===== src/rtl/axi3_pkg.sv =====
// Shared AXI3 constants and the burst-writer state type.
package axi3_pkg;

  typedef enum logic [1:0] {
    ST_IDLE = 2'd0,
    ST_ADDR = 2'd1,
    ST_DATA = 2'd2,
    ST_RESP = 2'd3
  } wr_state_e;

  localparam logic [2:0] AXSIZE_4B   = 3'b010;
  localparam logic [1:0] BURST_INCR  = 2'b01;
  localparam logic [1:0] RESP_OKAY   = 2'b00;
  localparam logic [1:0] RESP_SLVERR = 2'b10;
  localparam logic [1:0] RESP_DECERR = 2'b11;

endpackage


===== src/rtl/axi3_hp_writer_if.sv =====
// Write-only AXI3 channel bundle (AW, W, B) toward a Zynq HP slave port.
interface axi3_hp_writer_if;
  logic        m00_axi_awready;
  logic [31:0] m00_axi_awaddr;
  logic [3:0]  m00_axi_awlen;
  logic [2:0]  m00_axi_awsize;
  logic [1:0]  m00_axi_awburst;
  logic        m00_axi_awvalid;
  logic        m00_axi_wready;
  logic [31:0] m00_axi_wdata;
  logic [3:0]  m00_axi_wstrb;
  logic        m00_axi_wlast;
  logic        m00_axi_wvalid;
  logic        m00_axi_bvalid;
  logic [1:0]  m00_axi_bresp;
  logic        m00_axi_bready;

  modport master (
    input  m00_axi_awready, m00_axi_wready, m00_axi_bvalid, m00_axi_bresp,
    output m00_axi_awaddr, m00_axi_awlen, m00_axi_awsize, m00_axi_awburst,
           m00_axi_awvalid, m00_axi_wdata, m00_axi_wstrb, m00_axi_wlast,
           m00_axi_wvalid, m00_axi_bready
  );

  modport slave (
    output m00_axi_awready, m00_axi_wready, m00_axi_bvalid, m00_axi_bresp,
    input  m00_axi_awaddr, m00_axi_awlen, m00_axi_awsize, m00_axi_awburst,
           m00_axi_awvalid, m00_axi_wdata, m00_axi_wstrb, m00_axi_wlast,
           m00_axi_wvalid, m00_axi_bready
  );
endinterface


===== src/rtl/axi3_hp_writer.sv =====
// Single-outstanding AXI3 INCR burst writer: drains BURST_SIZE words from a
// FIFO read port into DDR through a Zynq HP port, one burst per DMA_START.
module axi3_hp_writer
  import axi3_pkg::*;
#(
  parameter int unsigned BURST_SIZE = 8
) (
  input  logic               CLK,
  input  logic               RESET,
  input  logic [28:0]        DMA_WR_ADDR,
  input  logic               DMA_START,
  output logic               DMA_READY,
  input  logic [31:0]        DMA_WR_DATA,
  input  logic               DMA_WR_DATA_VALID,
  output logic               DMA_WR_DATA_READY,
  output logic               DMA_DONE,
  output logic               DMA_ERROR,
  axi3_hp_writer_if.master   m00_axi
);

  localparam logic [3:0] LAST_BEAT = 4'(BURST_SIZE - 1);

  wr_state_e   state_q, state_d;
  logic [31:0] awaddr_q, awaddr_d;
  logic        awvalid_q, awvalid_d;
  logic        bready_q, bready_d;
  logic        ready_q, ready_d;
  logic        done_q, done_d;
  logic        error_q, error_d;
  logic [3:0]  beat_q, beat_d;

  logic wvalid, wlast, aw_hs, w_hs, b_hs;

  always_ff @(posedge CLK) begin
    if (RESET) begin
      state_q   <= ST_IDLE;
      awaddr_q  <= '0;
      awvalid_q <= 1'b0;
      bready_q  <= 1'b0;
      ready_q   <= 1'b0;
      done_q    <= 1'b0;
      error_q   <= 1'b0;
      beat_q    <= '0;
    end else begin
      state_q   <= state_d;
      awaddr_q  <= awaddr_d;
      awvalid_q <= awvalid_d;
      bready_q  <= bready_d;
      ready_q   <= ready_d;
      done_q    <= done_d;
      error_q   <= error_d;
      beat_q    <= beat_d;
    end
  end

  assign aw_hs = awvalid_q & m00_axi.m00_axi_awready;
  assign w_hs  = wvalid & m00_axi.m00_axi_wready;
  assign b_hs  = bready_q & m00_axi.m00_axi_bvalid;

  always_comb begin
    state_d   = state_q;
    awaddr_d  = awaddr_q;
    awvalid_d = awvalid_q;
    bready_d  = bready_q;
    ready_d   = ready_q;
    done_d    = 1'b0;
    error_d   = error_q;
    beat_d    = beat_q;
    unique case (state_q)
      ST_IDLE: begin
        if (DMA_START && ready_q) begin
          awaddr_d  = {DMA_WR_ADDR, 3'b000};
          awvalid_d = 1'b1;
          ready_d   = 1'b0;
          error_d   = 1'b0;
          beat_d    = '0;
          state_d   = ST_ADDR;
        end else begin
          ready_d = 1'b1;
        end
      end
      ST_ADDR: begin
        if (aw_hs) begin
          awvalid_d = 1'b0;
          state_d   = ST_DATA;
        end
      end
      ST_DATA: begin
        // Counter parks on the last beat so it never exceeds BURST_SIZE-1.
        if (w_hs) begin
          if (wlast) begin
            bready_d = 1'b1;
            state_d  = ST_RESP;
          end else begin
            beat_d = beat_q + 4'd1;
          end
        end
      end
      ST_RESP: begin
        // READY stays low through the DONE cycle; IDLE raises it one cycle later.
        if (b_hs) begin
          bready_d = 1'b0;
          done_d   = 1'b1;
          error_d  = (m00_axi.m00_axi_bresp == RESP_SLVERR) ||
                     (m00_axi.m00_axi_bresp == RESP_DECERR);
          state_d  = ST_IDLE;
        end
      end
      default: state_d = ST_IDLE;
    endcase
  end

  always_comb begin
    wvalid = 1'b0;
    wlast  = 1'b0;
    if (state_q == ST_DATA) begin
      wvalid = DMA_WR_DATA_VALID;
      wlast  = (beat_q == LAST_BEAT);
    end
  end

  assign DMA_READY         = ready_q;
  assign DMA_DONE          = done_q;
  assign DMA_ERROR         = error_q;
  assign DMA_WR_DATA_READY = w_hs;

  assign m00_axi.m00_axi_awaddr  = awaddr_q;
  assign m00_axi.m00_axi_awlen   = LAST_BEAT;
  assign m00_axi.m00_axi_awsize  = AXSIZE_4B;
  assign m00_axi.m00_axi_awburst = BURST_INCR;
  assign m00_axi.m00_axi_awvalid = awvalid_q;
  assign m00_axi.m00_axi_wdata   = DMA_WR_DATA;
  assign m00_axi.m00_axi_wstrb   = 4'hF;
  assign m00_axi.m00_axi_wlast   = wlast;
  assign m00_axi.m00_axi_wvalid  = wvalid;
  assign m00_axi.m00_axi_bready  = bready_q;

endmodule

===== src/flat_wrapper.sv =====
// flat-port wrapper written by rule: the top's interface ports become plain ports
module axi3_hp_writer_flat import axi3_pkg::*;
#(
  parameter int unsigned BURST_SIZE = 8
)
  (CLK, RESET, DMA_WR_ADDR, DMA_START, DMA_READY, DMA_WR_DATA, DMA_WR_DATA_VALID, DMA_WR_DATA_READY, DMA_DONE, DMA_ERROR, m00_axi_m00_axi_awready, m00_axi_m00_axi_wready, m00_axi_m00_axi_bvalid, m00_axi_m00_axi_bresp, m00_axi_m00_axi_awaddr, m00_axi_m00_axi_awlen, m00_axi_m00_axi_awsize, m00_axi_m00_axi_awburst, m00_axi_m00_axi_awvalid, m00_axi_m00_axi_wdata, m00_axi_m00_axi_wstrb, m00_axi_m00_axi_wlast, m00_axi_m00_axi_wvalid, m00_axi_m00_axi_bready);
  axi3_hp_writer_if m00_axi_i ();
  input  logic CLK;
  input  logic RESET;
  input  logic [28:0] DMA_WR_ADDR;
  input  logic DMA_START;
  output logic DMA_READY;
  input  logic [31:0] DMA_WR_DATA;
  input  logic DMA_WR_DATA_VALID;
  output logic DMA_WR_DATA_READY;
  output logic DMA_DONE;
  output logic DMA_ERROR;
  input wire logic [$bits(m00_axi_i.m00_axi_awready)-1:0] m00_axi_m00_axi_awready;
  input wire logic [$bits(m00_axi_i.m00_axi_wready)-1:0] m00_axi_m00_axi_wready;
  input wire logic [$bits(m00_axi_i.m00_axi_bvalid)-1:0] m00_axi_m00_axi_bvalid;
  input wire logic [$bits(m00_axi_i.m00_axi_bresp)-1:0] m00_axi_m00_axi_bresp;
  output wire logic [$bits(m00_axi_i.m00_axi_awaddr)-1:0] m00_axi_m00_axi_awaddr;
  output wire logic [$bits(m00_axi_i.m00_axi_awlen)-1:0] m00_axi_m00_axi_awlen;
  output wire logic [$bits(m00_axi_i.m00_axi_awsize)-1:0] m00_axi_m00_axi_awsize;
  output wire logic [$bits(m00_axi_i.m00_axi_awburst)-1:0] m00_axi_m00_axi_awburst;
  output wire logic [$bits(m00_axi_i.m00_axi_awvalid)-1:0] m00_axi_m00_axi_awvalid;
  output wire logic [$bits(m00_axi_i.m00_axi_wdata)-1:0] m00_axi_m00_axi_wdata;
  output wire logic [$bits(m00_axi_i.m00_axi_wstrb)-1:0] m00_axi_m00_axi_wstrb;
  output wire logic [$bits(m00_axi_i.m00_axi_wlast)-1:0] m00_axi_m00_axi_wlast;
  output wire logic [$bits(m00_axi_i.m00_axi_wvalid)-1:0] m00_axi_m00_axi_wvalid;
  output wire logic [$bits(m00_axi_i.m00_axi_bready)-1:0] m00_axi_m00_axi_bready;
  assign m00_axi_i.m00_axi_awready = m00_axi_m00_axi_awready;
  assign m00_axi_i.m00_axi_wready = m00_axi_m00_axi_wready;
  assign m00_axi_i.m00_axi_bvalid = m00_axi_m00_axi_bvalid;
  assign m00_axi_i.m00_axi_bresp = m00_axi_m00_axi_bresp;
  assign m00_axi_m00_axi_awaddr = m00_axi_i.m00_axi_awaddr;
  assign m00_axi_m00_axi_awlen = m00_axi_i.m00_axi_awlen;
  assign m00_axi_m00_axi_awsize = m00_axi_i.m00_axi_awsize;
  assign m00_axi_m00_axi_awburst = m00_axi_i.m00_axi_awburst;
  assign m00_axi_m00_axi_awvalid = m00_axi_i.m00_axi_awvalid;
  assign m00_axi_m00_axi_wdata = m00_axi_i.m00_axi_wdata;
  assign m00_axi_m00_axi_wstrb = m00_axi_i.m00_axi_wstrb;
  assign m00_axi_m00_axi_wlast = m00_axi_i.m00_axi_wlast;
  assign m00_axi_m00_axi_wvalid = m00_axi_i.m00_axi_wvalid;
  assign m00_axi_m00_axi_bready = m00_axi_i.m00_axi_bready;
  axi3_hp_writer #(.BURST_SIZE(BURST_SIZE)) u_core (.CLK(CLK), .RESET(RESET), .DMA_WR_ADDR(DMA_WR_ADDR), .DMA_START(DMA_START), .DMA_READY(DMA_READY), .DMA_WR_DATA(DMA_WR_DATA), .DMA_WR_DATA_VALID(DMA_WR_DATA_VALID), .DMA_WR_DATA_READY(DMA_WR_DATA_READY), .DMA_DONE(DMA_DONE), .DMA_ERROR(DMA_ERROR), .m00_axi(m00_axi_i));
endmodule

===== config.mk =====
export PLATFORM = sky130hd
export DESIGN_NAME = axi3_hp_writer_flat
export DESIGN_NICKNAME = d
export VERILOG_FILES = /design/src/rtl/axi3_pkg.sv /design/src/rtl/axi3_hp_writer_if.sv /design/src/rtl/axi3_hp_writer.sv /design/src/flat_wrapper.sv
export SDC_FILE = /design/constraint.sdc
export NUM_CORES = 1
export LEC_CHECK = 0
export CORE_UTILIZATION = 34
export DETAILED_ROUTE_END_ITERATION = 10
export GPL_TIMING_DRIVEN = 0
export PLACE_DENSITY = 0.91
export SLEW_MARGIN = 20
export SYNTH_ARGS = -nofsm -noshare
export SYNTH_HDL_FRONTEND = slang
export SYNTH_SLANG_ARGS = --single-unit
export TNS_END_PERCENT = 20

===== constraint.sdc =====
create_clock -name CLK -period 1.8 [get_ports CLK]
set_input_delay 0.27 -clock CLK [delete_from_list [all_inputs] [get_ports CLK]]
set_output_delay 0.27 -clock CLK [all_outputs]
set_load 0.03 [all_outputs]

Word-level counts from Yosys, hierarchy flattened

Cells that the tools add are included.

Bits in writable memories: 0
Register bits: 40
Output and inout port bits: 85
ROM bits: 0
Latch bits: 0
Memories: 0

Order comparisons: 0
$mul: 0
Bitwise gates (word level): 4
Reductions and logical operators: 14
Equality and inequality tests: 12
Div/mod/pow operators: 0
Add/subtract/negate cells: 1
Muxes and demuxes: 24
Shift operators: 0

Operators with widths:

| operator                                               | number |
|---|---|
| 2-to-1 mux 4 bit                                       | 3 |
| 2-to-1 mux 1 bit                                       | 11 |
| 2-to-1 mux 2 bit                                       | 5 |
| == test 2 bit (second input constant)                  | 4 |
| case mux 2 bit (4 select lines)                        | 1 |
| case mux 4 bit (2 select lines)                        | 1 |
| AND reduction 4 bit                                    | 2 |
| nonzero test 2 bit                                     | 4 |
| inequality test 2 x 1 -> 1 bit (second input constant) | 3 |
| inequality test 2 bit (second input constant)          | 3 |
| case mux 1 bit (2 select lines)                        | 3 |
| AND reduction 3 bit                                    | 2 |
| AND reduction 5 bit                                    | 1 |
| adder 4 x 1 -> 4 bit (second input constant)           | 1 |
| == test 4 x 3 -> 1 bit (second input constant)         | 1 |
| bitwise AND 1 bit                                      | 3 |
| == test 2 x 1 -> 1 bit (second input constant)         | 1 |
| logical NOT 2 bit                                      | 1 |
| AND reduction 2 bit                                    | 1 |
| OR reduction 2 bit                                     | 1 |
| logical AND 1 bit                                      | 1 |
| logical OR 1 bit                                       | 1 |
| NOT 1 bit                                              | 1 |

Depth between registers and ports, before layout

Word-level depth: 5
Mapped depth: 7

Worst setup path before layout

OpenSTA, ideal clock, no wires.

Path type: reg-to-reg
From: register u_core.state_q[0]
To: register u_core.beat_q[1]
Arrival: 1.460 ns
Cell stages (with the launch flop): 7
Setup slack: 0.208 ns
Data required time: 1.668 ns
Path through: dfxtp_1 inv_1 ha_1 a21boi_4 or3_1 o21ai_1 a21oi_1

Cells in the longest elaborated chain, start to end: 5
Elaborated cells on any way between the ends: 11

Ends and longest elaborated chain:

| item                                   | line                                        | text |
|---|---|---|
| from (decl)                            | axi3_hp_writer.sv:23                        | `wr_state_e state_q, state_d;` |
| from (signal assigned)                 | axi3_hp_writer.sv:45                        | `state_q <= state_d;` |
| == test 2 bit                          | axi3_hp_writer.sv:69, axi3_hp_writer.sv:116 |  |
| 2-to-1 mux 1 bit                       | axi3_hp_writer.sv:116                       | `if (state_q == ST_DATA) begin` |
| bitwise AND 1 bit                      | axi3_hp_writer.sv:57                        | `assign w_hs = wvalid & m00_axi.m00_axi_wready;` |
| inequality test 2 bit (no source line) | --                                          |  |
| AND reduction 4 bit (no source line)   | --                                          |  |
| to (signal assigned)                   | axi3_hp_writer.sv:52                        | `beat_q <= beat_d;` |
| to (decl)                              | axi3_hp_writer.sv:30                        | `logic [3:0] beat_q, beat_d;` |

Several ways; a longest one is shown, not always the timed one.
A chain may end at the register's enable or synchronous reset.

Worst setup path after layout

From: register u_core.state_q[0]
To: output port m00_axi_m00_axi_wlast

Cells in the longest elaborated chain, start to end: 2

Ends and longest elaborated chain:

| item             | line                  | text |
|---|---|---|
| == test 2 bit    | axi3_hp_writer.sv:116 |  |
| 2-to-1 mux 1 bit | axi3_hp_writer.sv:116 |  |
| to (decl)        | flat_wrapper.sv:29    | `output wire logic [$bits(m00_axi_i.m00_axi_wlast)-1:0] m00_axi_m00_axi_wlast;` |

Every way passes these cells.

==> results.txt <==
status: finished, final reports clean
peak supply drop: 743 uV
Worst setup EP type: output pin
P_sw: 1.34 mW
Yosys cell types: 33
Seq cells post-synth: 40
Final GP Congestion: 0.790
chip width: 79.3 microns
syn avg cell area: 7.97 sq um
full die area: 6290 sq um
area grow syn2layout: 64.1%
routed vias/inst: 4.45
max-slew violation count: 0
worst setup path category: flop to output pin
TritonCTS buffer count: 5
largest net degree at the start of global routing: 12
Gate Count Post-Synth: 255
row count: 27
grt ovf: 0
Iter 0 DRT Violations: 51
core area: 5640 sq um
CP required: 1.53 ns
clock-pin slew on the worst setup and hold paths: 0.08 ns
Avg WL per Cell: 11.8 microns
H-tree depth: 2
Max Freq: 0.580 GHz
WL final: 5340 microns
initial antenna violation count: 0
routed via count: 2020
Max Cap Viol: 0
setup_tns: 0 ns
fin crit share: 95.7%
CTS Buffer Depth: 2
Clock Power Share: 18.0%
gr usage total: 16.3%
share of power burned in registers: 33.2%
Hold Slack: 0.457 ns
Worst EP arrival: 1.45 ns
Rel. slew slack: 64.0%
async set-reset flop share out of synthesis: 0%
Die H: 79.3 microns
prevailing post-synth register cell: dfxtp_1
Post-Syn Area: 2030 sq um
Setup violations, final: 0
# DRC: 0
sequential fraction of the synthesis area: 39.4%
P_leak: 1.38 nW
Detail Route Antenna Nets: 0
clk_lat worst skew: 0.29 ns
Starting Density: 36.0%
P_int: 2.04 mW
Final nets: 457
first-pass iteration count of the detailed router: 4
hpwl dp: 4190 microns
Post-synth EDFFs: 0
switching share of total power: 39.6%
Clock Skews: 0.00972 ns
startpoint type of the worst setup path: flop
Worst Tran Pin Value: 0.540 ns
setup bufs post-CTS: 0
# diodes: 0
layout cells sized above 1: 19.4%
yosys warns: 0
CTS tree: yes
first-pass GRT wire length: 8140 microns
Critical Path Fanout Max: 10
final std cells w/o fill: 454
number of I/O pins: 155
Placed Instances: 446
vias in the first global route: 1905
pwr dens: 1010 nW/um^2
Combinational Power Share: 48.9%
number of I/O port buffers: 105
Hold Crit Class: flop to flop
Clock Sinks: 40
Hold Vio Cnt, Final: 0
min Tclk post-route: 1.72 ns
CTS Root Cell: clkbuf_8
## worst paths after layout
kind              cells past startpoint  slack, ns                           endpoint                         startpoint
hold / removal                        2       0.46  u_core.m00_axi.m00_axi_awaddr[28]  u_core.m00_axi.m00_axi_awaddr[28]
setup reg to reg                      6       0.13                   u_core.beat_q[1]                  u_core.state_q[0]
setup / recovery                      5       0.08              m00_axi_m00_axi_wlast                  u_core.state_q[0]
hold reg to reg                       2       0.46  u_core.m00_axi.m00_axi_awaddr[28]  u_core.m00_axi.m00_axi_awaddr[28]
## registers in the layout, indices dropped and copies added (netlist names)
signal / count
u_core.DMA_DONE: 1
u_core.DMA_ERROR: 1
u_core.DMA_READY: 1
u_core.beat_q: 4
u_core.m00_axi.m00_axi_awaddr: 29
u_core.m00_axi.m00_axi_awvalid: 1
u_core.m00_axi.m00_axi_bready: 1
u_core.state_q: 2
## synth_stat cells (all sizes together), types with 3 or more instances
cell type | number | area share, %
ha | 6 | 3.7
nor2 | 8 | 1.5
a21oi | 40 | 10
nand2 | 62 | 11
inv | 4 | 0.74
nor3 | 5 | 1.2
a21boi | 3 | 1.7
dfxtp | 40 | 39
buf | 54 | 19
nand3 | 7 | 1.7
clkbuf | 5 | 0.92
## metrics by stage
step / total power [mW] / util [%] / setup slack [ns] / cell area [sq um]
4_1_cts: 3.39 / 59.1 / -0.0234 / 3330
5_1_grt: 3.60 / 59.1 / -0.0137 / 3340
3_5_place_dp: 2.77 / 57.2 / -0.212 / 3230
3_3_place_gp: 2.72 / 57.2 / -0.176 / 3230
6_report: 3.38 / 59.1 / 0.0773 / 3340
2_1_floorplan: 2.21 / - / 0.208 / 2090
## worst max-delay path: stages, from the launching register on
cell,delay (ns)
dfxtp_2,0.34
inv_1,0.11
ha_1,0.20
buf_6,0.16
and2_1,0.15
buf_2,0.20
## cell usage in the layout, fill, tap and decap left out, types with 2 or more instances in the layout
cell and count:
ha_1 4, conb_1 16, nor2_1 8, nand3_1 6, clkdlybuf4s50_1 101, clkbuf_8 6
a21boi_1 2, nor3_1 5, buf_4 48, and2_1 2, buf_2 7, clkbuf_1 7
dfxtp_1 38, inv_1 4, nand2_1 62, a21oi_1 39, dfxtp_2 2
## layer usage
metal	up-vias	wire, microns	track usage, %
met5	-	0	0
met4	0	51	6.36
met3	7	319	3.22
met2	74	2910	31.2
met1	913	2070	17.3
li1	1026	-	-
## logic make-up after synthesis
kind of cell    count (synthesis)  share of synthesized area [%]
simple gates                   91                           19.6
buf+inv                        63                           20.9
compound gates                 53                           16.1
flops                          40                           39.4
fa+ha+maj                       6                           3.69
other cells                     2                          0.369
## cell type report
type                            count  area (sq um)
Buffer                             59           415
Clock buffer                        8          90.1
Fill cell                         503          2310
Inverter                            4          15.0
Multi-Input combinational cell    166           881
Sequential cell                    40           803
Tap cell                           72          90.1
Timing Repair Buffer              105          1040
## what timing repair did
item                       4_1_cts  5_1_grt
hold buffers                     0        0
resized for setup               16        9
setup endpoints to repair        3       19
## power by group through the flow
| stage | combinational, mW | clock (mW) | sequential, mW |
|---|---|---|---|
| floorplan | 0.870 | 0 | 1.34 |
| global placement | 1.59 | 0 | 1.13 |
| detailed placement | 1.64 | 0 | 1.14 |
| CTS | 1.64 | 0.627 | 1.12 |
| global route | 1.79 | 0.670 | 1.14 |
| finish | 1.65 | 0.607 | 1.12 |
Power figures use the tool's default switching activity.
